===== src/rtl/disp_scan_ctrl.sv =====
// rtl/disp_scan_ctrl.sv - four-digit seven-segment scan controller with timed message overlay
//
// Purpose: multiplexes a 4-digit active-low seven-segment display. A free-running
// slot counter steps the active digit 3,2,1,0; every digit slot starts with a
// short blanked window. All four digit bytes come from one frame register that
// is only reloaded on the frame boundary, so a frame never tears mid-scan.
// A requester can overlay a message pattern for HOLD_CYCLES cycles.
//
// Ports:
//   clk      - clock, everything on its rising edge
//   rst      - synchronous active-high reset
//   idleSeg  - default pattern, [31:24] leftmost digit, gfedcba+dp, active-low
//   msgSeg   - message pattern, same format, valid while msgReq is high
//   msgReq   - level-held message request
//   msgAck   - one-cycle pulse when a request is accepted
//   busy     - high while a message is being shown
//   an       - digit anodes, active-low, an[3] leftmost
//   seg      - segment drive for the active digit, active-low

module disp_scan_ctrl #(
    parameter int REFRESH_DIV  = 100000,
    parameter int BLANK_CYCLES = 1000,
    parameter int HOLD_CYCLES  = 200000000
) (
    input  logic        clk,
    input  logic        rst,
    input  logic [31:0] idleSeg,
    input  logic [31:0] msgSeg,
    input  logic        msgReq,
    output logic        msgAck,
    output logic        busy,
    output logic [3:0]  an,
    output logic [7:0]  seg
);

    localparam int CNT_W  = (REFRESH_DIV > 1) ? $clog2(REFRESH_DIV) : 1;
    localparam int HOLD_W = (HOLD_CYCLES > 1) ? $clog2(HOLD_CYCLES) : 1;

    localparam logic [CNT_W-1:0]  CNT_LAST  = CNT_W'(REFRESH_DIV - 1);
    localparam logic [CNT_W-1:0]  BLANK_END = CNT_W'(BLANK_CYCLES);
    localparam logic [HOLD_W-1:0] HOLD_LAST = HOLD_W'(HOLD_CYCLES - 1);

    typedef enum logic {
        S_IDLE = 1'b0,
        S_MSG  = 1'b1
    } state_t;

    state_t            state_q, state_d;
    logic [CNT_W-1:0]  cnt_q, cnt_d;
    logic [1:0]        dig_q, dig_d;
    logic [31:0]       frm_q, frm_d;
    logic [31:0]       latch_q, latch_d;
    logic [HOLD_W-1:0] hold_q, hold_d;
    logic              ack_q, ack_d;
    logic [3:0]        an_q, an_d;
    logic [7:0]        seg_q, seg_d;

    logic              slot_end;
    logic              frame_end;
    logic [7:0]        sel_byte;

    always_comb begin
        cnt_d    = cnt_q + CNT_W'(1);
        dig_d    = dig_q;
        frm_d    = frm_q;
        state_d  = state_q;
        hold_d   = hold_q;
        latch_d  = latch_q;
        ack_d    = 1'b0;
        an_d     = 4'b1111;
        seg_d    = 8'hFF;
        sel_byte = 8'hFF;

        slot_end  = (cnt_q == CNT_LAST);
        frame_end = slot_end && (dig_q == 2'd0);

        // Scan timing runs regardless of the message FSM.
        if (slot_end) begin
            cnt_d = '0;
            dig_d = dig_q - 2'd1;
        end

        // Frame source follows the current state, so a message that ends on
        // this very cycle still owns the frame being loaded now.
        if (frame_end) begin
            frm_d = (state_q == S_MSG) ? latch_q : idleSeg;
        end

        case (state_q)
            S_IDLE: begin
                if (msgReq) begin
                    latch_d = msgSeg;
                    ack_d   = 1'b1;
                    hold_d  = '0;
                    state_d = S_MSG;
                end
            end
            S_MSG: begin
                hold_d = hold_q + HOLD_W'(1);
                if (hold_q == HOLD_LAST) begin
                    hold_d  = '0;
                    state_d = S_IDLE;
                end
            end
            default: state_d = S_IDLE;
        endcase

        case (dig_q)
            2'd3:    sel_byte = frm_q[31:24];
            2'd2:    sel_byte = frm_q[23:16];
            2'd1:    sel_byte = frm_q[15:8];
            default: sel_byte = frm_q[7:0];
        endcase

        if (cnt_q >= BLANK_END) begin
            an_d  = ~(4'b0001 << dig_q);
            seg_d = sel_byte;
        end
    end

    always_ff @(posedge clk) begin
        if (rst) begin
            state_q <= S_IDLE;
            cnt_q   <= '0;
            dig_q   <= 2'd3;
            frm_q   <= 32'hFFFF_FFFF;
            latch_q <= 32'hFFFF_FFFF;
            hold_q  <= '0;
            ack_q   <= 1'b0;
            an_q    <= 4'b1111;
            seg_q   <= 8'hFF;
        end else begin
            state_q <= state_d;
            cnt_q   <= cnt_d;
            dig_q   <= dig_d;
            frm_q   <= frm_d;
            latch_q <= latch_d;
            hold_q  <= hold_d;
            ack_q   <= ack_d;
            an_q    <= an_d;
            seg_q   <= seg_d;
        end
    end

    assign msgAck = ack_q;
    assign busy   = (state_q == S_MSG);
    assign an     = an_q;
    assign seg    = seg_q;

endmodule

===== config.mk =====
export PLATFORM = sky130hd
export DESIGN_NAME = disp_scan_ctrl
export DESIGN_NICKNAME = d
export VERILOG_FILES = /design/src/rtl/disp_scan_ctrl.sv
export SDC_FILE = /design/constraint.sdc
export NUM_CORES = 1
export LEC_CHECK = 0
export BUFFER_PORTS_ARGS = -buffer_cell sky130_fd_sc_hd__buf_4
export CORE_MARGIN = 2
export CORE_UTILIZATION = 57
export CTS_BUF_LIST = sky130_fd_sc_hd__clkbuf_16
export DETAILED_ROUTE_END_ITERATION = 8
export PLACE_DENSITY = 0.81
export SLEW_MARGIN = 25
export SYNTH_ARGS = -nofsm -noshare
export SYNTH_HDL_FRONTEND = slang
export SYNTH_SLANG_ARGS = --single-unit

===== constraint.sdc =====
create_clock -name clk -period 2.8 [get_ports clk]
set_input_delay 0.28 -clock clk [delete_from_list [all_inputs] [get_ports clk]]
set_output_delay 0.28 -clock clk [all_outputs]
set_load 0.005 [all_outputs]

# == Yosys cells after proc, flatten, opt, wreduce, memory -nomap -nowiden ==
# Index checks and enable logic that the tools add are counted.
# totals
out_inout_bits,14
ff_bits,125
input_bits,67
wordCells,37
# op_classes
add_sub_neg,3
n_mux,8
order_cmp,1
eq_ne,6
n_shift,1
n_reduce_logical,6
bitwise_logic,3
# op_table
op,count
28-bit two-way mux,2
28-bit case mux with 2 select lines,1
32-bit two-way mux,1
"28-bit by 1-bit adder with 28-bit output, second input constant",1
"28-bit == test, second input constant",1
8-bit case mux with 3 select lines,1
"17-bit by 1-bit adder with 17-bit output, second input constant",1
"17-bit == test, second input constant",1
"17-bit by 10-bit >= comparator with 1-bit output, second input constant",1
2-bit OR reduction,3
"2-bit == test, second input constant",2
4-bit inverter,1
"1-bit by 2-bit left shift with 4-bit output, first input constant",1
"2-bit by 1-bit == test with 1-bit output, second input constant",1
2-bit zero test,1
1-bit two-way mux,2
"2-bit != test, second input constant",1
1-bit inverter,2
1-bit case mux with 2 select lines,1
2-bit AND reduction,1
"2-bit by 1-bit subtractor with 2-bit output, second input constant",1
1-bit logical AND,1

# == Logic depth before layout (Yosys ltp) ==
# logic_depth
ltp_word,3
ltp_mapped,8
mapped_depth_nobuf,6

# == Worst setup path after synthesis ==
# OpenSTA, ideal clock, no wires.
# synth_path
path_type,register to register
start,register hold_q[0]
end,register hold_q[26]
path_stages_with_launch,7
path_buffers,0
t_arrival_ns,1.884
required_time_ns,2.680
setup_ns,0.120
synth_period_minus_slack_ns,2.004
slack_ns,0.796
path_cell_list,dfxtp_1 -> ha_1 -> nand4_1 -> nor4_2 -> nand4_1 -> o211a_1 -> a211o_1
# synth_between
elab_chain_len,3
elab_cells_between_ends,4
cone_classes,add/sub: 1; eq/ne: 1; mux: 2
# synth_rtl
element,line_no,rtl
from (decl),53,"logic [HOLD_W-1:0] hold_q, hold_d;"
from (signal assigned),138,hold_q <= hold_d;
28-bit by 1-bit adder with 28-bit output / 28-bit == test (equally long branches),"99, 100",
28-bit two-way mux (*),100,if (hold_q == HOLD_LAST) begin
28-bit case mux with 2 select lines (*),89,case (state_q)
# Mark *: on every way between the ends. The rest lies on a longest branch, timed or not.
# A chain may end at the register's enable or synchronous reset.

# == Worst setup path in the final report ==
# layout_path
start,register hold_q[19]
end,register hold_q[9]
# layout_between
elab_chain_len,3
# layout_rtl
element,line_no
28-bit == test,100
28-bit two-way mux,100
28-bit case mux with 2 select lines,89
# No other way between the ends.

==> flow_summary_export.csv <==
group,metric,value,unit
pwr,clock_power_share,0.505,
die,design.core.area,0.00924,sq mm
clocking,postCtsResizedCells,0,
clocking,cts.path.max_buffers,2,
synth,syn_area_per_cell,8.47,sq um
clocking,post-cts-setup-buffer-count,0,
setup_path,critical_path_class,"flip-flop to flip-flop",
sta,totalNegativeSetupSlack,0,ns
min_path,worstHoldPathType,"input pin to flip-flop",
synth,yosysWarnings,0,
cells_and_area,fin_util,0.729,
cells_and_area,multi_input_comb_area,0.00273,sq mm
grt,total_routing_resource_utilization_after_global_routing,0.273,
place,final_wtd_congestion,0.934,
grt,grt_start_max_net_pins,67,
detailed_routing,post_drt_via_cell_ratio,5.81,
pwr,powerDensity,665,mW/mm^2
pwr,vdd.ir_drop.worst,0.375,mV
setup_path,arrival,2.61,ns
setup_path,worstPathRequired,3.10,ns
detailed_routing,highest-signal-layer,"met4",
sta,setup-violations-final,0,
cells_and_area,final_cell_mix,"148 x nand2_1, 124 x dfxtp_1, 89 x buf_4",
synth,ys_ff_latch,125,
pwr,p_switching,0.00107,W
grt,grt_pass1_vias,4646,
sta,max_clock_skew,0.0119,ns
cells_and_area,areaGrowthSynthToFinish,23.9,%
synth,ys_types,51,
clocking,tritoncts,"done",
pwr,power_frac_seq,0.417,
clocking,postCtsHoldBufs,0,
sta,post-route-min-period,2.31,ns
clocking,clock-root-buffer,"clkbuf_16",
detailed_routing,drt_first_iter_violations,357,
cells_and_area,fillCellCount,697,
setup_path,cp-end-kind,"flip-flop",
pwr,power_leakage,2.90,nW
die,placement_rows,35,
detailed_routing,detailroute.wirelength.met3,931,um
synth,synth-edff-count,0,
sta,max_freq,433,MHz
detailed_routing,drt-wirelength-per-cell,15.8,um
job,maxCapViolations,0,
detailed_routing,drc,0,
pwr,power.share.switching,0.239,
detailed_routing,ant_nets,0,
synth,largest_area_contributor_in_the_netlist,"dfxtp_1",
die,die_width,102,um
sta,max-slew-margin-rel,0.443,
synth,yosysSeqAreaShare,0.460,
grt,first_pass_grt_wire_length,22000,um
detailed_routing,routed-wl-met2,6370,um
detailed_routing,route.final.wire_length,13500,um
clocking,htree_levels,4,
die,initial_utilization,0.589,
synth,mappedNetlistNets,716,
setup_path,crit_path_max_fanout,19,
synth,syn-instance-count,642,
pwr,total_internal_power,0.00341,W
setup_path,startpoint_type,"flip-flop",
synth,post_synth_main_area_contributors,"dfxtp_1 46%, nand2_1 10%, mux2i_1 6.1%",
sta,drv_slew,0,
synth,synth-async-reset-ratio,0,
clocking,clock_latency,0.42,ns
clocking,tritoncts_num_sinks,125,
place,buffer_ports.inserted,80,
die,floorplan.die.height,102,um
sta,final_hold_viol_count,0,
die,floorplan.die_area,0.0103,sq mm
die,floorplan.io_pins,81,
synth,synth.top_cell.area_share,0.460,
clocking,num_cts_buffers,17,
sta,finalHoldWorstSlack,0.0671,ns
cells_and_area,register_area,0.00250,sq mm
cells_and_area,antennaDiodeCount,0,
detailed_routing,via_count,4961,
clocking,clkTransAtPathRegs,0.06,ns
sta,worstMarginPinSlew,0.835,ns
outcome,run_status,"finished clean",
pwr,p_comb_frac,0.079,
detailed_routing,wl_met1,5860,um
synth,syn-cell-area,0.00544,sq mm
cells_and_area,nets_finish,786,
sta,period_share,0.825,
cells_and_area,layout-drive-gt1-share,0.182,
cells_and_area,leading_cell_type_in_the_layout_fill_and_taps_excluded,"nand2_1",
grt,grt_remaining_overflow,0,
sta,unrepaired_setup_endpoints_after_global_routing,"no",
detailed_routing,drtPass1Iterations,6,
grt,grt_antenna_before_repair,0,
place,place.detailed.hpwl,8910,um
synth,synth_top_flop_cell,"dfxtp_1",
==> critical path, stage by stage, from the launching register on <==
cell and delay [ns]:
dfxtp_1 0.42, or4b_4 0.51, nor4_4 0.35, a311oi_4 0.28, buf_4 0.29, a21o_1 0.17
a22o_1 0.18
==> registers in the layout, summed over array words and instances (netlist names) <==
| name | flops |
|---|---|
| dig_q | 2 |
| seg | 8 |
| cnt_q | 17 |
| an | 4 |
| busy | 1 |
| hold_q | 28 |
| latch_q | 32 |
| msgAck | 1 |
| frm_q | 32 |
==> metal layers <==
layer,up-vias,GRT usage
met4,0,0.148
met2,185,0.414
li1,2419,-
met5,-,0
met1,2326,0.360
met3,31,0.0642
==> cell families (layout without fill, tap and decap cells) <==
kind of cell,after synthesis,after routing,share of synthesized area
AO/OA/AOI/OAI,111,111,0.139
XOR/XNOR,16,16,0.0258
adder cells (fa/ha/maj),7,7,0.0161
buffers and inverters,54,137,0.0419
flip-flops,125,125,0.460
multiplexers,33,33,0.0607
AND/OR/NAND/NOR,296,296,0.256
==> per-stage QoR <==
stage | setup WS, ns | instance area, sq um | total power [W] | std cells
after CTS | 0.479 | 6740 | 0.00450 | 854
after global routing | 0.326 | 6740 | 0.00463 | 854
after global placement | 0.567 | 6120 | 0.00224 | 822
after floorplan | 0.796 | 5440 | 0.00211 | 642
final | 0.490 | 6740 | 0.00448 | 854
after detailed placement | 0.516 | 6120 | 0.00225 | 822
==> final timing paths <==
check | endpoint | cells after the start | slack, ns | from
max | hold_q[9] | 6 | 0.49 | hold_q[19]
min | latch_q[21] | 3 | 0.07 | msgSeg[21]
max reg2reg | hold_q[9] | 6 | 0.49 | hold_q[19]
min reg2reg | latch_q[30] | 2 | 0.47 | latch_q[30]
==> power groups by stage <==
stage | Clock [W] | Combinational [W] | Sequential (W)
after floorplan | 0 | 0.000221 | 0.00189
after global placement | 0 | 0.000340 | 0.00190
after detailed placement | 0 | 0.000350 | 0.00190
after CTS | 0.00228 | 0.000354 | 0.00187
after global routing | 0.00237 | 0.000391 | 0.00187
final | 0.00226 | 0.000353 | 0.00187
==> cell type report <==
cell class	instances	share of cell area
clock buffers	17	0.0632
clock inverters	15	0.0277
inverters	16	0.00892
multi-input cells	463	0.405
flip-flops and latches	125	0.372
well taps	129	0.0240
repair buffers	89	0.0992
==> cell usage after synthesis (all sizes together) (12+ instances only) <==
| library cell | count |
|---|---|
| a21oi | 20 |
| a31oi | 12 |
| clkbuf | 29 |
| dfxtp | 125 |
| inv | 16 |
| mux2i | 33 |
| nand2 | 149 |
| nand3 | 60 |
| nand4 | 12 |
| nor2 | 31 |
| o211ai | 36 |
| o21ai | 19 |
Note: power is estimated with default switching activity, not from simulation.
